**src/rtl/mem_arb_pkg.sv**
```systemverilog
// Shared types for the two-port memory arbiter: FSM state encoding and requester IDs.
package mem_arb_pkg;

  typedef enum logic [1:0] {
    StIdle   = 2'd0,
    StAccess = 2'd1,
    StResp   = 2'd2
  } arb_state_e;

  typedef enum logic {
    ReqCpu = 1'b0,
    ReqIo  = 1'b1
  } req_id_e;

endpackage

```
**src/rtl/mem_req_mux.sv**
```systemverilog
// Combinational 2:1 selection of a requester command {we, addr, wdata} by requester ID.
module mem_req_mux
  import mem_arb_pkg::*;
#(
  parameter int unsigned d  = 16,
  parameter int unsigned aw = 12
) (
  input  req_id_e         sel,
  input  logic            cpu_we,
  input  logic [aw-1:0]   cpu_addr,
  input  logic [d-1:0]    cpu_wdata,
  input  logic            io_we,
  input  logic [aw-1:0]   io_addr,
  input  logic [d-1:0]    io_wdata,
  output logic            sel_we,
  output logic [aw-1:0]   sel_addr,
  output logic [d-1:0]    sel_wdata
);

  always_comb begin
    sel_we    = cpu_we;
    sel_addr  = cpu_addr;
    sel_wdata = cpu_wdata;
    if (sel == ReqIo) begin
      sel_we    = io_we;
      sel_addr  = io_addr;
      sel_wdata = io_wdata;
    end
  end

endmodule

```
**src/rtl/mem_arbiter.sv**
```systemverilog
// Round-robin arbiter sharing one single-port memory between the CPU and a loader/DMA port,
// with an IO lock that lets the loader hold the memory across a multi-word burst.
module mem_arbiter
  import mem_arb_pkg::*;
#(
  parameter int unsigned d  = 16,
  parameter int unsigned aw = 12
) (
  input  logic          clk,
  input  logic          reset,
  input  logic          cpu_req,
  input  logic          cpu_we,
  input  logic [aw-1:0] cpu_addr,
  input  logic [d-1:0]  cpu_wdata,
  output logic          cpu_gnt,
  output logic          cpu_rvalid,
  output logic [d-1:0]  cpu_rdata,
  input  logic          io_req,
  input  logic          io_we,
  input  logic [aw-1:0] io_addr,
  input  logic [d-1:0]  io_wdata,
  output logic          io_gnt,
  output logic          io_rvalid,
  output logic [d-1:0]  io_rdata,
  input  logic          io_lock,
  output logic [aw-1:0] mem_addr,
  output logic          mem_we,
  output logic [d-1:0]  mem_wdata,
  input  logic [d-1:0]  mem_rdata,
  output logic          busy
);

  arb_state_e    r_state;
  req_id_e       r_last;
  req_id_e       r_owner;
  logic          r_lock;
  logic          r_cpu_gnt, r_io_gnt;
  logic          r_cpu_rvalid, r_io_rvalid;
  logic [aw-1:0] r_mem_addr;
  logic          r_mem_we;
  logic [d-1:0]  r_mem_wdata;

  logic          w_cpu_elig, w_io_elig, w_any;
  req_id_e       w_win;
  logic          w_we;
  logic [aw-1:0] w_addr;
  logic [d-1:0]  w_wdata;

  // A lock only blocks the CPU while io_lock is still high; dropping io_lock releases
  // the lock and lets the CPU compete at that very edge.
  assign w_cpu_elig = cpu_req & ~(r_lock & io_lock);
  assign w_io_elig  = io_req;
  assign w_any      = w_cpu_elig | w_io_elig;

  always_comb begin
    w_win = ReqIo;
    if (w_cpu_elig && w_io_elig) begin
      w_win = (r_last == ReqIo) ? ReqCpu : ReqIo;
    end else if (w_cpu_elig) begin
      w_win = ReqCpu;
    end
  end

  mem_req_mux #(
    .d  (d),
    .aw (aw)
  ) u_mux (
    .sel       (w_win),
    .cpu_we    (cpu_we),
    .cpu_addr  (cpu_addr),
    .cpu_wdata (cpu_wdata),
    .io_we     (io_we),
    .io_addr   (io_addr),
    .io_wdata  (io_wdata),
    .sel_we    (w_we),
    .sel_addr  (w_addr),
    .sel_wdata (w_wdata)
  );

  always_ff @(posedge clk) begin
    if (reset) begin
      r_state      <= StIdle;
      r_last       <= ReqIo;
      r_owner      <= ReqCpu;
      r_lock       <= 1'b0;
      r_cpu_gnt    <= 1'b0;
      r_io_gnt     <= 1'b0;
      r_cpu_rvalid <= 1'b0;
      r_io_rvalid  <= 1'b0;
      r_mem_addr   <= '0;
      r_mem_we     <= 1'b0;
      r_mem_wdata  <= '0;
    end else begin
      unique case (r_state)
        StIdle: begin
          if (!io_lock) begin
            r_lock <= 1'b0;
          end
          if (w_any) begin
            r_mem_addr  <= w_addr;
            r_mem_we    <= w_we;
            r_mem_wdata <= w_wdata;
            r_owner     <= w_win;
            r_last      <= w_win;
            r_cpu_gnt   <= (w_win == ReqCpu);
            r_io_gnt    <= (w_win == ReqIo);
            if (w_win == ReqIo && io_lock) begin
              r_lock <= 1'b1;
            end
            r_state <= StAccess;
          end else begin
            r_mem_we <= 1'b0;
          end
        end
        StAccess: begin
          r_cpu_gnt <= 1'b0;
          r_io_gnt  <= 1'b0;
          r_mem_we  <= 1'b0;
          if (r_mem_we) begin
            r_state <= StIdle;
          end else begin
            r_cpu_rvalid <= (r_owner == ReqCpu);
            r_io_rvalid  <= (r_owner == ReqIo);
            r_state      <= StResp;
          end
        end
        StResp: begin
          r_cpu_rvalid <= 1'b0;
          r_io_rvalid  <= 1'b0;
          r_state      <= StIdle;
        end
        default: r_state <= StIdle;
      endcase
    end
  end

  assign cpu_gnt    = r_cpu_gnt;
  assign io_gnt     = r_io_gnt;
  assign cpu_rvalid = r_cpu_rvalid;
  assign io_rvalid  = r_io_rvalid;
  // Memory output is valid during RESP, so read data is gated straight through.
  assign cpu_rdata  = r_cpu_rvalid ? mem_rdata : '0;
  assign io_rdata   = r_io_rvalid ? mem_rdata : '0;
  assign mem_addr   = r_mem_addr;
  assign mem_we     = r_mem_we;
  assign mem_wdata  = r_mem_wdata;
  assign busy       = (r_state != StIdle);

endmodule

```
**config.mk**
```make
export PLATFORM = sky130hd
export DESIGN_NAME = mem_arbiter
export DESIGN_NICKNAME = d
export VERILOG_FILES = /design/src/rtl/mem_arb_pkg.sv /design/src/rtl/mem_req_mux.sv /design/src/rtl/mem_arbiter.sv
export SDC_FILE = /design/constraint.sdc
export NUM_CORES = 1
export LEC_CHECK = 0
export BUFFER_PORTS_ARGS = -buffer_cell sky130_fd_sc_hd__buf_4
export CAP_MARGIN = 20
export CELL_PAD_IN_SITES_DETAIL_PLACEMENT = 1
export CELL_PAD_IN_SITES_GLOBAL_PLACEMENT = 1
export CORE_ASPECT_RATIO = 0.8
export CORE_UTILIZATION = 30
export CTS_BUF_LIST = sky130_fd_sc_hd__clkbuf_8
export DETAILED_ROUTE_END_ITERATION = 10
export PLACE_DENSITY = 0.88
export SYNTH_ARGS = -nofsm -noshare
export SYNTH_HDL_FRONTEND = slang
export SYNTH_HIERARCHICAL = 1
export SYNTH_SLANG_ARGS = --single-unit
```
**constraint.sdc**
```tcl
create_clock -name clk -period 3.4 [get_ports clk]
set_clock_uncertainty 0.2 [all_clocks]
set_input_delay 0 -clock clk [delete_from_list [all_inputs] [get_ports clk]]
set_output_delay 0 -clock clk [all_outputs]
set_load 0.02 [all_outputs]
```
# Word-level counts from Yosys, hierarchy flattened

Index checks and enable logic that the tools add are counted.

Register bits after elaboration: 38
Input port bits: 79
Logic and storage cells: 54

Equality and inequality tests: 4
Mux-type cells: 24
Bitwise gates (word level): 6
Reductions and logical operators: 9

Operators with widths:

| cell                 | count |
|---|---|
| $mux W16             | 3 |
| $mux W1              | 12 |
| $mux W12             | 1 |
| $pmux W1 S2          | 5 |
| $reduce_and A2 Y1    | 3 |
| $reduce_bool A2 Y1   | 3 |
| $mux W2              | 2 |
| $ne A2 B2 Y1 const B | 2 |
| $pmux W2 S2          | 1 |
| $not A1 Y1           | 3 |
| $and A1 B1 Y1        | 2 |
| $eq A2 B1 Y1 const B | 1 |
| $eq A2 B2 Y1 const B | 1 |
| $logic_and A1 B1 Y1  | 2 |
| $logic_not A2 Y1     | 1 |
| $or A1 B1 Y1         | 1 |

# Depth between registers and ports, before layout

Gate-level depths: netlist (run 1).

Depth after elaboration: 8
Depth in mapped cells: 7

# By module

Netlist (run 1), hierarchy kept.

By module, submodules not included:

| module      | times used | cells an instance | area each (sq um) |
|---|---|---|---|
| mem_arbiter | 1          | 206               | 1769.2 |
| mem_req_mux | 1          | 32                | 391.6 |

# Worst setup path before layout (run 1)

OpenSTA, ideal clock, no wires.

Kind: reg2reg
From: reg r_lock
To: reg r_mem_addr[10], in the netlist mem_addr[10]
Library setup time: 0.119 ns
Arrival: 1.296 ns
Data required time: 3.081 ns
Path slack: 1.784 ns
Cell stages (with the launch flop): 8
Buffers on the path: 2
Path through: dfxtp_1 > a21boi_2 > nand2_1 > buf_6 > buf_6 > mux2_4 > nand2_1 > mux2i_1

Cells in the longest elaborated chain, start to end: 6

Ends and longest elaborated chain:

| element                                        | RTL line                             | source |
|---|---|---|
| start: declaration                             | mem_arbiter.sv:36                    | `logic r_lock;` |
| start signal: assignment                       | mem_arbiter.sv:85                    | `r_lock <= 1'b0;` |
| start signal: assignment                       | mem_arbiter.sv:97                    | `r_lock <= 1'b0;` |
| start signal: assignment                       | mem_arbiter.sv:108                   | `r_lock <= 1'b1;` |
| $and A1 B1 Y1 (*)                              | mem_arbiter.sv:51                    | `assign w_cpu_elig = cpu_req & ~(r_lock & io_lock);` |
| $not A1 Y1 (*)                                 | mem_arbiter.sv:51                    |  |
| $and A1 B1 Y1 (*)                              | mem_arbiter.sv:51                    |  |
| $mux W1 or $logic_and A1 B1 Y1 (tied branches) | mem_arbiter.sv:59, mem_arbiter.sv:57 |  |
| $mux W1 (*)                                    | mem_arbiter.sv:57                    | `if (w_cpu_elig && w_io_elig) begin` |
| named net w_win                                | mem_arbiter.sv:44                    | `req_id_e w_win;` |
| $mux W12 (*)                                   | mem_req_mux.sv:24                    | `if (sel == ReqIo) begin` |
| named net w_addr[10]                           | mem_arbiter.sv:46                    | `logic [aw-1:0] w_addr;` |
| end signal: assignment                         | mem_arbiter.sv:100                   | `r_mem_addr <= w_addr;` |
| end: declaration                               | mem_arbiter.sv:39                    | `logic [aw-1:0] r_mem_addr;` |

Mark *: on every way through the listed nets, which the timed path passes. The rest lies on a longest branch.
A chain may end at the register's enable or synchronous reset.

# Final worst setup path (run 1)

From: in io_lock
To: reg r_mem_addr[0], in the netlist mem_addr[0]

Cells in the longest elaborated chain, start to end: 6

Ends and longest elaborated chain:

| element                                        | RTL line                             | source |
|---|---|---|
| start: declaration                             | mem_arbiter.sv:25                    | `input logic io_lock,` |
| $and A1 B1 Y1 (*)                              | mem_arbiter.sv:51                    |  |
| $not A1 Y1 (*)                                 | mem_arbiter.sv:51                    |  |
| $and A1 B1 Y1 (*)                              | mem_arbiter.sv:51                    |  |
| $mux W1 or $logic_and A1 B1 Y1 (tied branches) | mem_arbiter.sv:59, mem_arbiter.sv:57 |  |
| $mux W1 (*)                                    | mem_arbiter.sv:57                    |  |
| named net w_win                                | mem_arbiter.sv:44                    |  |
| $mux W12 (*)                                   | mem_req_mux.sv:24                    |  |
| named net w_addr[0]                            | mem_arbiter.sv:46                    |  |

Marks and branches as above.

==> summary.md, run 1 <==
STA
* min cycle time layout: 2940 ps
* final period utilization: 0.863
* # setup viols final: 0
* final hold viol count: 0
* Slew HR: 0.351
* count of final max-slew check failures: 0
* setup repair after global routing missed its margin: no
* fmax: 341 MHz
* actual slew at the worst max-slew pin: 972 ps
* final-layout setup total negative slack: 0 ps

Synth
* EDFF count, synth: 0
* mean area per synthesized cell: 9.08 sq um
* top cells by area in the synthesized netlist: dfxtp_1 (35%), mux2i_1 (13%), nand2_1 (11%)
* count of yosys warnings during synthesis: 6
* leading post-synthesis cells by instance count: nand2_1 (62), dfxtp_1 (38), and2_1 (33)
* number of distinct library cells after synthesis: 28
* syn_nets: 317
* most common cell in the synthesized netlist: nand2_1
* Synth Instances: 238
* fraction of synthesis flops using an asynchronous set or reset pin: 0
* Yosys top cell by area: dfxtp_1
* synthesized cell area: 2160 sq um
* predominant post-synthesis flop cell: dfxtp_1
* flops & latches, synth: 38
* post-synth top area share: 0.352
* proportion of synthesized chip area in sequential cells: 0.352

Clock network
* CTS tree: done
* deepest clock path buffer count: 2
* clock network latency to the later pin of the worst-skew pair: 270 ps
* count of hold buffers inserted by post-cts repair: 59
* PostCTS Resize Cnt: 0
* CTS HTree Levels: 2
* total clock buffers created by CTS: 5
* register clock-pin slew on the reported worst setup and hold paths: 80 ps
* clock sink total: 38
* CTS Root Cell: clkbuf_8
* buffers inserted during post-CTS setup optimization: 0

Detailed routing
* DR DRC count: 0
* number of design-rule violations left by the first detailed-router iteration: 42
* post-route met1 wirelength: 3090 um
* detailed-route vias per instance: 4.59
* ANT nets after route: 0
* detailed-routing iteration count for the pre-antenna-repair pass: 4
* Routed met2 length: 4330 um
* topmost layer with routed signal wires: met4
* WL final: 7870 um
* via count: 2376
* final routed wire length divided by cell count: 15.2 um
* Met3 Routed Length: 316 um

GRT
* global-route wire length before repair: 12300 um
* initial antenna violation count: 0
* total global-route track usage: 0.202
* largest net degree at the start of global routing: 62
* number of global-route vias before repair: 2590
* remaining global-route overflow: 0

Hold path
* Worst Hold Path Cells: 4
* classification of the worst-slack hold path: in2reg
* hold-critical path endpoint: mem_wdata[11]$_SDFFE_PP0P_
* startpoint of the tightest hold check path: io_wdata[11]

Worst setup path
* required time at the worst-slack endpoint: 3340 ps
* Slowest-stage cell, CP: dlygate4sd3_1
* endpoint type of the worst setup path: flip-flop
* Setup crit start kind: primary input
* worst reg2reg path depth: 7
* critical path, cell by cell: dlygate4sd3_1 -> buf_4 -> a21boi_2 -> nand2_1 -> buf_12 -> mux2_4 -> dlygate4sd3_1 -> nand2_1 -> mux2i_1
* reg-to-reg slack, setup: 550 ps
* crit path kind: in2reg
* maximum net fanout on the critical path: 17
* CP delay by family, top: buffers and inverters
* startpoint of the lowest-slack register-to-register path: r_lock$_SDFFE_PP0P_
* buffers and inverters on the worst path: 4
* CP arrival: 2870 ps
* capturing point of the worst reg2reg path: mem_addr[0]$_SDFFE_PP0P_
* stage delay of the slowest cell on the critical path: 560 ps

Die
* Rows: 27
* height of the die: 77.9 um
* Die Width: 96.9 um
* die area: 7550 sq um
* area inside the core boundary: 6930 sq um
* total I/O pin count: 145
* effective utilization at floorplan: 0.312

Power and ir drop
* maximum vdd ir drop: 0.210 mV
* pwr dens: 347 nW/um^2
* leakage power: 1.94 nW

Flow run
* max cap viols: 0

Place
* Final GP Congestion: 0.807
* I/O Buffers: 144
* number of cells after detailed placement: 453
* half-perimeter wire length after detailed placement: 5190 um

Outcome
* result of the run: finished, final reports clean

Layout
* Post-layout nets: 511
* Cell Count, Final, Fillers Out: 518
* number of diodes: 0
* share of cells above drive strength 1: 0.427
* P&R area growth vs syn: 81.8%

-- cells in the final DEF (no fill, tap or decap) --
cell type	instances
buf_4	144
mux2_2	19
nor4b_1	1
inv_2	1
o21a_2	1
a21boi_2	1
nand2b_1	2
a21oi_1	5
mux2i_1	28
o22ai_1	1
o32ai_1	1
nand2_1	62
nor2_4	1
buf_12	1
o211ai_1	1
mux2_4	10
nor3_1	3
nor4bb_1	1
a31oi_1	3
o211a_1	1
dlygate4sd3_1	59
o21ai_1	1
o31a_1	1
and3_1	1
inv_1	2
dfxtp_1	38
nand3_1	3
clkbuf_8	6
and2_1	33
-- per-layer routing --
metal / up-vias / global-route usage
met5: - / 0
met4: 0 / 0.0463
met3: 10 / 0.0378
met2: 66 / 0.410
met1: 1119 / 0.214
li1: 1181 / -
-- sequential cells by signal, summed over array words and instances, names as in the netlist --
name / flops
r_state: 2
r_lock: 1
mem_addr: 12
cpu_gnt: 1
io_rvalid: 1
mem_wdata: 16
io_gnt: 1
mem_we: 1
r_last: 1
r_owner: 1
cpu_rvalid: 1
-- tightest hold or removal path, cell delays in order --
cell	delay, ps
buf_4	80
mux2_2	140
nand2_1	40
mux2i_1	160
-- layout make-up --
class                      count  area, sq um
sequential                    38          761
clock buffer                   6         82.6
inverter                       3         11.3
fill                         811         3000
timing repair buffer         204         1690
tap                           87          109
multi-input combinational    180         1270
-- where the power goes --
part / leakage, nW / switching [mW] / internal (mW)
Clock: 0.0431 / 0.153 / 0.157
Sequential: 0.314 / 0.0389 / 0.493
Combinational: 1.58 / 0.231 / 0.293
Total: 1.94 / 0.422 / 0.942
-- worst max-delay path by stage --
stage	cells after the start	start	slack, ps	to
floorplan	7	r_lock$_SDFFE_PP0P_	1780	mem_addr[10]$_SDFFE_PP0P_
global placement	6	r_lock$_SDFFE_PP0P_	1210	mem_addr[0]$_SDFFE_PP0P_
detailed placement	6	r_lock$_SDFFE_PP0P_	1100	mem_wdata[11]$_SDFFE_PP0P_
CTS	9	io_lock	470	mem_wdata[13]$_SDFFE_PP0P_
global route	9	io_lock	330	mem_wdata[12]$_SDFFE_PP0P_
finish	9	io_lock	460	mem_addr[0]$_SDFFE_PP0P_
-- kinds of logic after synthesis --
| group | synth area share |
|---|---|
| DFF | 0.352 |
| buffers and inverters | 0.0596 |
| muxes | 0.298 |
| AOI/OAI and AO/OA | 0.0504 |
| and+or+nand+nor | 0.240 |
-- metrics by stage --
step | hold slack, ps | utilization | worst slack [ps] | area [sq um] | total power, mW
after floorplan | -38.1 | - | 1780 | 2160 | 0.797
after global placement | 43.6 | 0.470 | 1210 | 3250 | 0.970
after detailed placement | 42.6 | 0.470 | 1100 | 3250 | 0.985
after CTS | 4.10 | 0.567 | 474 | 3930 | 1.37
after global routing | 22.3 | 0.567 | 330 | 3930 | 1.44
final | 3.63 | 0.567 | 465 | 3930 | 1.36
Power figures use the tool's default switching activity.
==> run 2, diff against run 1 <==
Settings changed: ABC_CLOCK_PERIOD_IN_PS set to 3400, MAX_ROUTING_LAYER set to met4.
==> run 2 against run 1 <==
Against the previous run:
- die area is the same
- fmax barely moved
- combinational power about the same
- utilization stayed put
- global-route usage increased by 0.54 points
- first-iteration DRC count rose by 9.5%
- critical path depth did not move
- clock-buffer cell count stayed put
- via count about the same
- critical path type unchanged
- critical endpoint is now mem_wdata[12]$_SDFFE_PP0P_
==> summary.md, run 2 (synthesized netlist as in run 1, its figures left out) <==
Die
* area inside the core boundary: 6930 sq um
* total I/O pin count: 145
* die area: 7550 sq um
* effective utilization at floorplan: 0.312
* Rows: 27
* Die Width: 96.9 um
* height of the die: 77.9 um

Detailed routing
* number of design-rule violations left by the first detailed-router iteration: 46
* DR DRC count: 0
* detailed-route vias per instance: 4.59
* detailed-routing iteration count for the pre-antenna-repair pass: 4
* ANT nets after route: 0
* WL final: 7890 um
* final routed wire length divided by cell count: 15.2 um
* via count: 2377

Worst setup path
* worst reg2reg path depth: 7
* crit path kind: in2reg
* capturing point of the worst reg2reg path: mem_wdata[12]$_SDFFE_PP0P_
* reg-to-reg slack, setup: 540 ps
* Worst Setup SP: io_lock
* endpoint type of the worst setup path: flip-flop
* CP arrival: 2870 ps
* required time at the worst-slack endpoint: 3330 ps
* startpoint of the lowest-slack register-to-register path: r_lock$_SDFFE_PP0P_
* Setup crit start kind: primary input
* maximum net fanout on the critical path: 17

Outcome
* result of the run: finished, final reports clean

STA
* final-layout setup total negative slack: 0 ps
* # setup viols final: 0
* final hold viol count: 0
* count of final max-slew check failures: 0
* min cycle time layout: 2940 ps
* actual slew at the worst max-slew pin: 966 ps
* setup repair after global routing missed its margin: no
* Slew HR: 0.355
* fmax: 341 MHz
* final period utilization: 0.863

Layout
* Post-layout nets: 511
* share of cells above drive strength 1: 0.427
* Cell Count, Final, Fillers Out: 518
* combined area of the multi-input logic cells: 1270 sq um
* commonest non-fill, non-tap cells in the layout: buf_4 (144), nand2_1 (62), dlygate4sd3_1 (59), dfxtp_1 (38), and2_1 (33)
* Seq. cell area: 761 sq um
* final standard cell utilization of the core: 0.567
* P&R area growth vs syn: 81.8%
* most frequent standard cell in the layout excluding fill and tap cells: buf_4
* number of diodes: 0
* final-layout fill cell count: 811
* number of flip-flops in the largest register: 16

GRT
* number of global-route vias before repair: 2594
* largest net degree at the start of global routing: 62
* initial antenna violation count: 0
* total global-route track usage: 0.208
* global-route wire length before repair: 12300 um
* remaining global-route overflow: 0

Hold path
* startpoint of the tightest hold check path: io_wdata[11]
* classification of the worst-slack hold path: in2reg
* hold-critical path endpoint: mem_wdata[11]$_SDFFE_PP0P_
* Worst Hold Path Cells: 4

Power and ir drop
* pwr dens: 348 nW/um^2
* maximum vdd ir drop: 0.211 mV
* overall power of the completed layout: 1.36 mW
* leakage power: 1.94 nW

Flow run
* max cap viols: 0

Clock network
* buffers inserted during post-CTS setup optimization: 0
* clock network latency to the later pin of the worst-skew pair: 270 ps
* clock sink total: 38
* CTS HTree Levels: 2
* total clock buffers created by CTS: 5
* CTS Root Cell: clkbuf_8
* CTS tree: done
* register clock-pin slew on the reported worst setup and hold paths: 70 ps
* deepest clock path buffer count: 2

Place
* I/O Buffers: 144
* Final GP Congestion: 0.819
* half-perimeter wire length after detailed placement: 5190 um
* number of cells after detailed placement: 453

run 2: cell counts in the layout (fill, tap and decap cells not counted):
Identical to the previous run, type by type.
run 2: report_power, final:
group          switching [mW]  internal [mW]
clock                   0.154          0.157
combinational           0.231          0.293
sequential             0.0388          0.493
total                   0.423          0.942
run 2: layer usage:
layer / vias up / global-route usage / part of all wire / routed length (um)
li1: 1181 / - / - / -
met1: 1122 / 0.218 / 0.40 / 3160
met2: 64 / 0.410 / 0.55 / 4350
met3: 10 / 0.0297 / 0.031 / 244
met4: 0 / 0.0463 / 0.017 / 133
met5: - / - / 0 / 0
run 2: repair_timing:
| action | CTS | global route |
|---|---|---|
| hold endpoints to repair | 35 | 0 |
| hold buffers | 59 | 0 |
| gates resized for setup | 0 | 0 |
run 2: critical path, cell delays in order:
cell	delay (ps)
dlygate4sd3_1	540
buf_4	150
a21boi_2	260
nand2_1	530
buf_12	370
mux2_2	280
dlygate4sd3_1	570
nand2_1	80
mux2i_1	80
run 2: cell type report:
type	instances	share of cell area
Multi-Input combinational cell	180	0.324
Timing Repair Buffer	204	0.431
Tap cell	87	0.0277
Clock buffer	6	0.0210
Inverter	3	0.00287
Sequential cell	38	0.194
run 2: worst max-delay path by stage:
| stage | endpoint | slack, ps | cells after the start |
|---|---|---|---|
| finish | mem_wdata[12]$_SDFFE_PP0P_ | 460 | 9 |
| global route | mem_wdata[12]$_SDFFE_PP0P_ | 330 | 9 |
| CTS | mem_wdata[13]$_SDFFE_PP0P_ | 470 | 9 |
| detailed placement | mem_wdata[11]$_SDFFE_PP0P_ | 1100 | 6 |
| global placement | mem_addr[0]$_SDFFE_PP0P_ | 1210 | 6 |
| floorplan | mem_addr[10]$_SDFFE_PP0P_ | 1780 | 7 |
run 2: metrics by stage:
step                      setup slack [ps]  hold slack (ps)  cell area, sq um
final                                  464             2.97              3930
after global routing                   331             22.3              3930
after CTS                              474             4.10              3930
after detailed placement              1100             42.6              3250
after global placement                1210             43.6              3250
after floorplan                       1780            -38.1              2160
==> run 3, diff against run 2 <==
Settings changed: GPL_TIMING_DRIVEN set to 0.
==> run 3 against run 2 <==
Against the previous run:
- register-to-register slack better by 410 ps
- power up 3.2%
- fmax up 18%
- first-iteration DRC count down 26%
- worst hold slack better by 71 ps
- die area unchanged
- utilization up 2.0 points
- clock power up 6%
- sequential power down 0.9%
==> summary.md, run 3 (synthesized netlist as in run 1, its figures left out) <==
Clock network
* clock sink total: 38
* buffers inserted during post-CTS setup optimization: 0
* total clock buffers created by CTS: 5
* CTS HTree Levels: 2
* CTS tree: done
* clock network latency to the later pin of the worst-skew pair: 290 ps
* CTS Root Cell: clkbuf_8
* register clock-pin slew on the reported worst setup and hold paths: 80 ps
* deepest clock path buffer count: 2
* PostCTS Resize Cnt: 0

STA
* final-layout setup total negative slack: 0 ps
* min cycle time layout: 2500 ps
* Worst Slack Setup Final: 903 ps
* Slew HR: 0.650
* # setup viols final: 0
* final hold viol count: 0
* actual slew at the worst max-slew pin: 525 ps
* fmax: 400 MHz
* count of final max-slew check failures: 0
* final period utilization: 0.734
* setup repair after global routing missed its margin: no

Hold path
* hold-critical path endpoint: cpu_gnt$_SDFFE_PP0P_
* startpoint of the tightest hold check path: cpu_req
* classification of the worst-slack hold path: in2reg
* Worst Hold Path Cells: 4

Detailed routing
* DR DRC count: 0
* via count: 2502
* detailed-routing iteration count for the pre-antenna-repair pass: 4
* number of design-rule violations left by the first detailed-router iteration: 34
* WL final: 8260 um
* detailed-route vias per instance: 4.64
* ANT nets after route: 0
* final routed wire length divided by cell count: 15.3 um

GRT
* largest net degree at the start of global routing: 13
* number of global-route vias before repair: 2778
* remaining global-route overflow: 0
* global-route wire length before repair: 13000 um
* initial antenna violation count: 0
* total global-route track usage: 0.221

Die
* effective utilization at floorplan: 0.312
* total I/O pin count: 145
* Die Width: 96.9 um
* area inside the core boundary: 6930 sq um
* height of the die: 77.9 um
* Rows: 27
* die area: 7550 sq um

Place
* half-perimeter wire length after detailed placement: 5420 um
* Final GP Congestion: 0.713
* I/O Buffers: 143
* Setup Slack @ Placement: 1560 ps
* Placed Instance Area: 3340 sq um

Power and ir drop
* pwr dens: 346 nW/um^2
* leakage power: 2.00 nW
* maximum vdd ir drop: 0.188 mV

Worst setup path
* maximum net fanout on the critical path: 10
* reg-to-reg slack, setup: 950 ps
* endpoint type of the worst setup path: flip-flop
* capturing point of the worst reg2reg path: mem_addr[2]$_SDFFE_PP0P_
* CP arrival: 2470 ps
* required time at the worst-slack endpoint: 3380 ps
* crit path kind: in2reg
* worst reg2reg path depth: 8
* startpoint of the lowest-slack register-to-register path: r_lock$_SDFFE_PP0P_
* Setup crit start kind: primary input

Layout
* number of diodes: 0
* P&R area growth vs syn: 88.3%
* Post-layout nets: 530
* number of flip-flops in the largest register: 16
* commonest non-fill, non-tap cells in the layout: buf_4 (143), dlygate4sd3_1 (63), nand2_1 (62), dfxtp_1 (38), and2_1 (33)
* final non-filler cell area: 4070 sq um
* share of cells above drive strength 1: 0.423
* most frequent standard cell in the layout excluding fill and tap cells: buf_4

Flow run
* max cap viols: 0

Outcome
* result of the run: finished, final reports clean

==> run 3: cell types whose count changed in the layout (fill, tap and decap cells not counted), sizes merged <==
| cell | delta |
|---|---|
| buf | +6 |
| clkbuf | +9 |
| clkinv | +1 |
| clkinvlp | +1 |
| dlygate4sd3 | +4 |
==> run 3: worst max path at each step <==
stage,from,end
global placement,r_lock$_SDFFE_PP0P_,mem_addr[2]$_SDFFE_PP0P_
detailed placement,r_lock$_SDFFE_PP0P_,mem_addr[8]$_SDFFE_PP0P_
finish,io_lock,mem_addr[2]$_SDFFE_PP0P_
CTS,io_lock,mem_addr[5]$_SDFFE_PP0P_
global route,io_lock,mem_addr[3]$_SDFFE_PP0P_
floorplan,r_lock$_SDFFE_PP0P_,mem_addr[10]$_SDFFE_PP0P_
==> run 3: repair_timing <==
item                                    CTS  global route
endpoints found under the setup margin    0             0
hold endpoints to repair                 36             0
hold buffers                             63             0
==> run 3: metal layers <==
| metal | track usage | vias up | share of wire |
|---|---|---|---|
| met1 | 0.220 | 1210 | 0.40 |
| met2 | 0.450 | 63 | 0.56 |
| met3 | 0.0360 | 10 | 0.031 |
| met5 | - | - | 0 |
| met4 | 0.0463 | 0 | 0.012 |
| li1 | - | 1219 | - |
==> run 3: where the power goes <==
| part | switching (mW) | internal, mW |
|---|---|---|
| combinational | 0.244 | 0.310 |
| clock | 0.166 | 0.163 |
| sequential | 0.0340 | 0.492 |
| total | 0.444 | 0.965 |
==> run 3: cell type report <==
class	count	area (sq um)
Timing Repair Buffer	206	1700
Tap cell	87	109
Buffer	17	118
Clock buffer	6	82.6
Sequential cell	38	761
Inverter	3	11.3
Fill cell	824	2860
Clock inverter	2	12.5
Multi-Input combinational cell	180	1270
==> run 3: through the flow <==
| step | util | power (mW) | hold slack, ps | cells |
|---|---|---|---|---|
| after floorplan | - | 0.797 | -38.1 | 238 |
| after global placement | 0.483 | 0.991 | 89.0 | 468 |
| after detailed placement | 0.483 | 1.01 | 122 | 468 |
| after CTS | 0.588 | 1.41 | 65.8 | 539 |
| after global routing | 0.588 | 1.49 | 104 | 539 |
| final | 0.588 | 1.41 | 74.4 | 539 |
==> run 3: critical path: stages <==
cell           delay, ps
dlygate4sd3_1        540
buf_4                150
a21boi_2             260
nand2_1              130
buf_6                180
buf_6                170
mux2_4               310
dlygate4sd3_1        560
nand2_1               80
mux2i_1               80
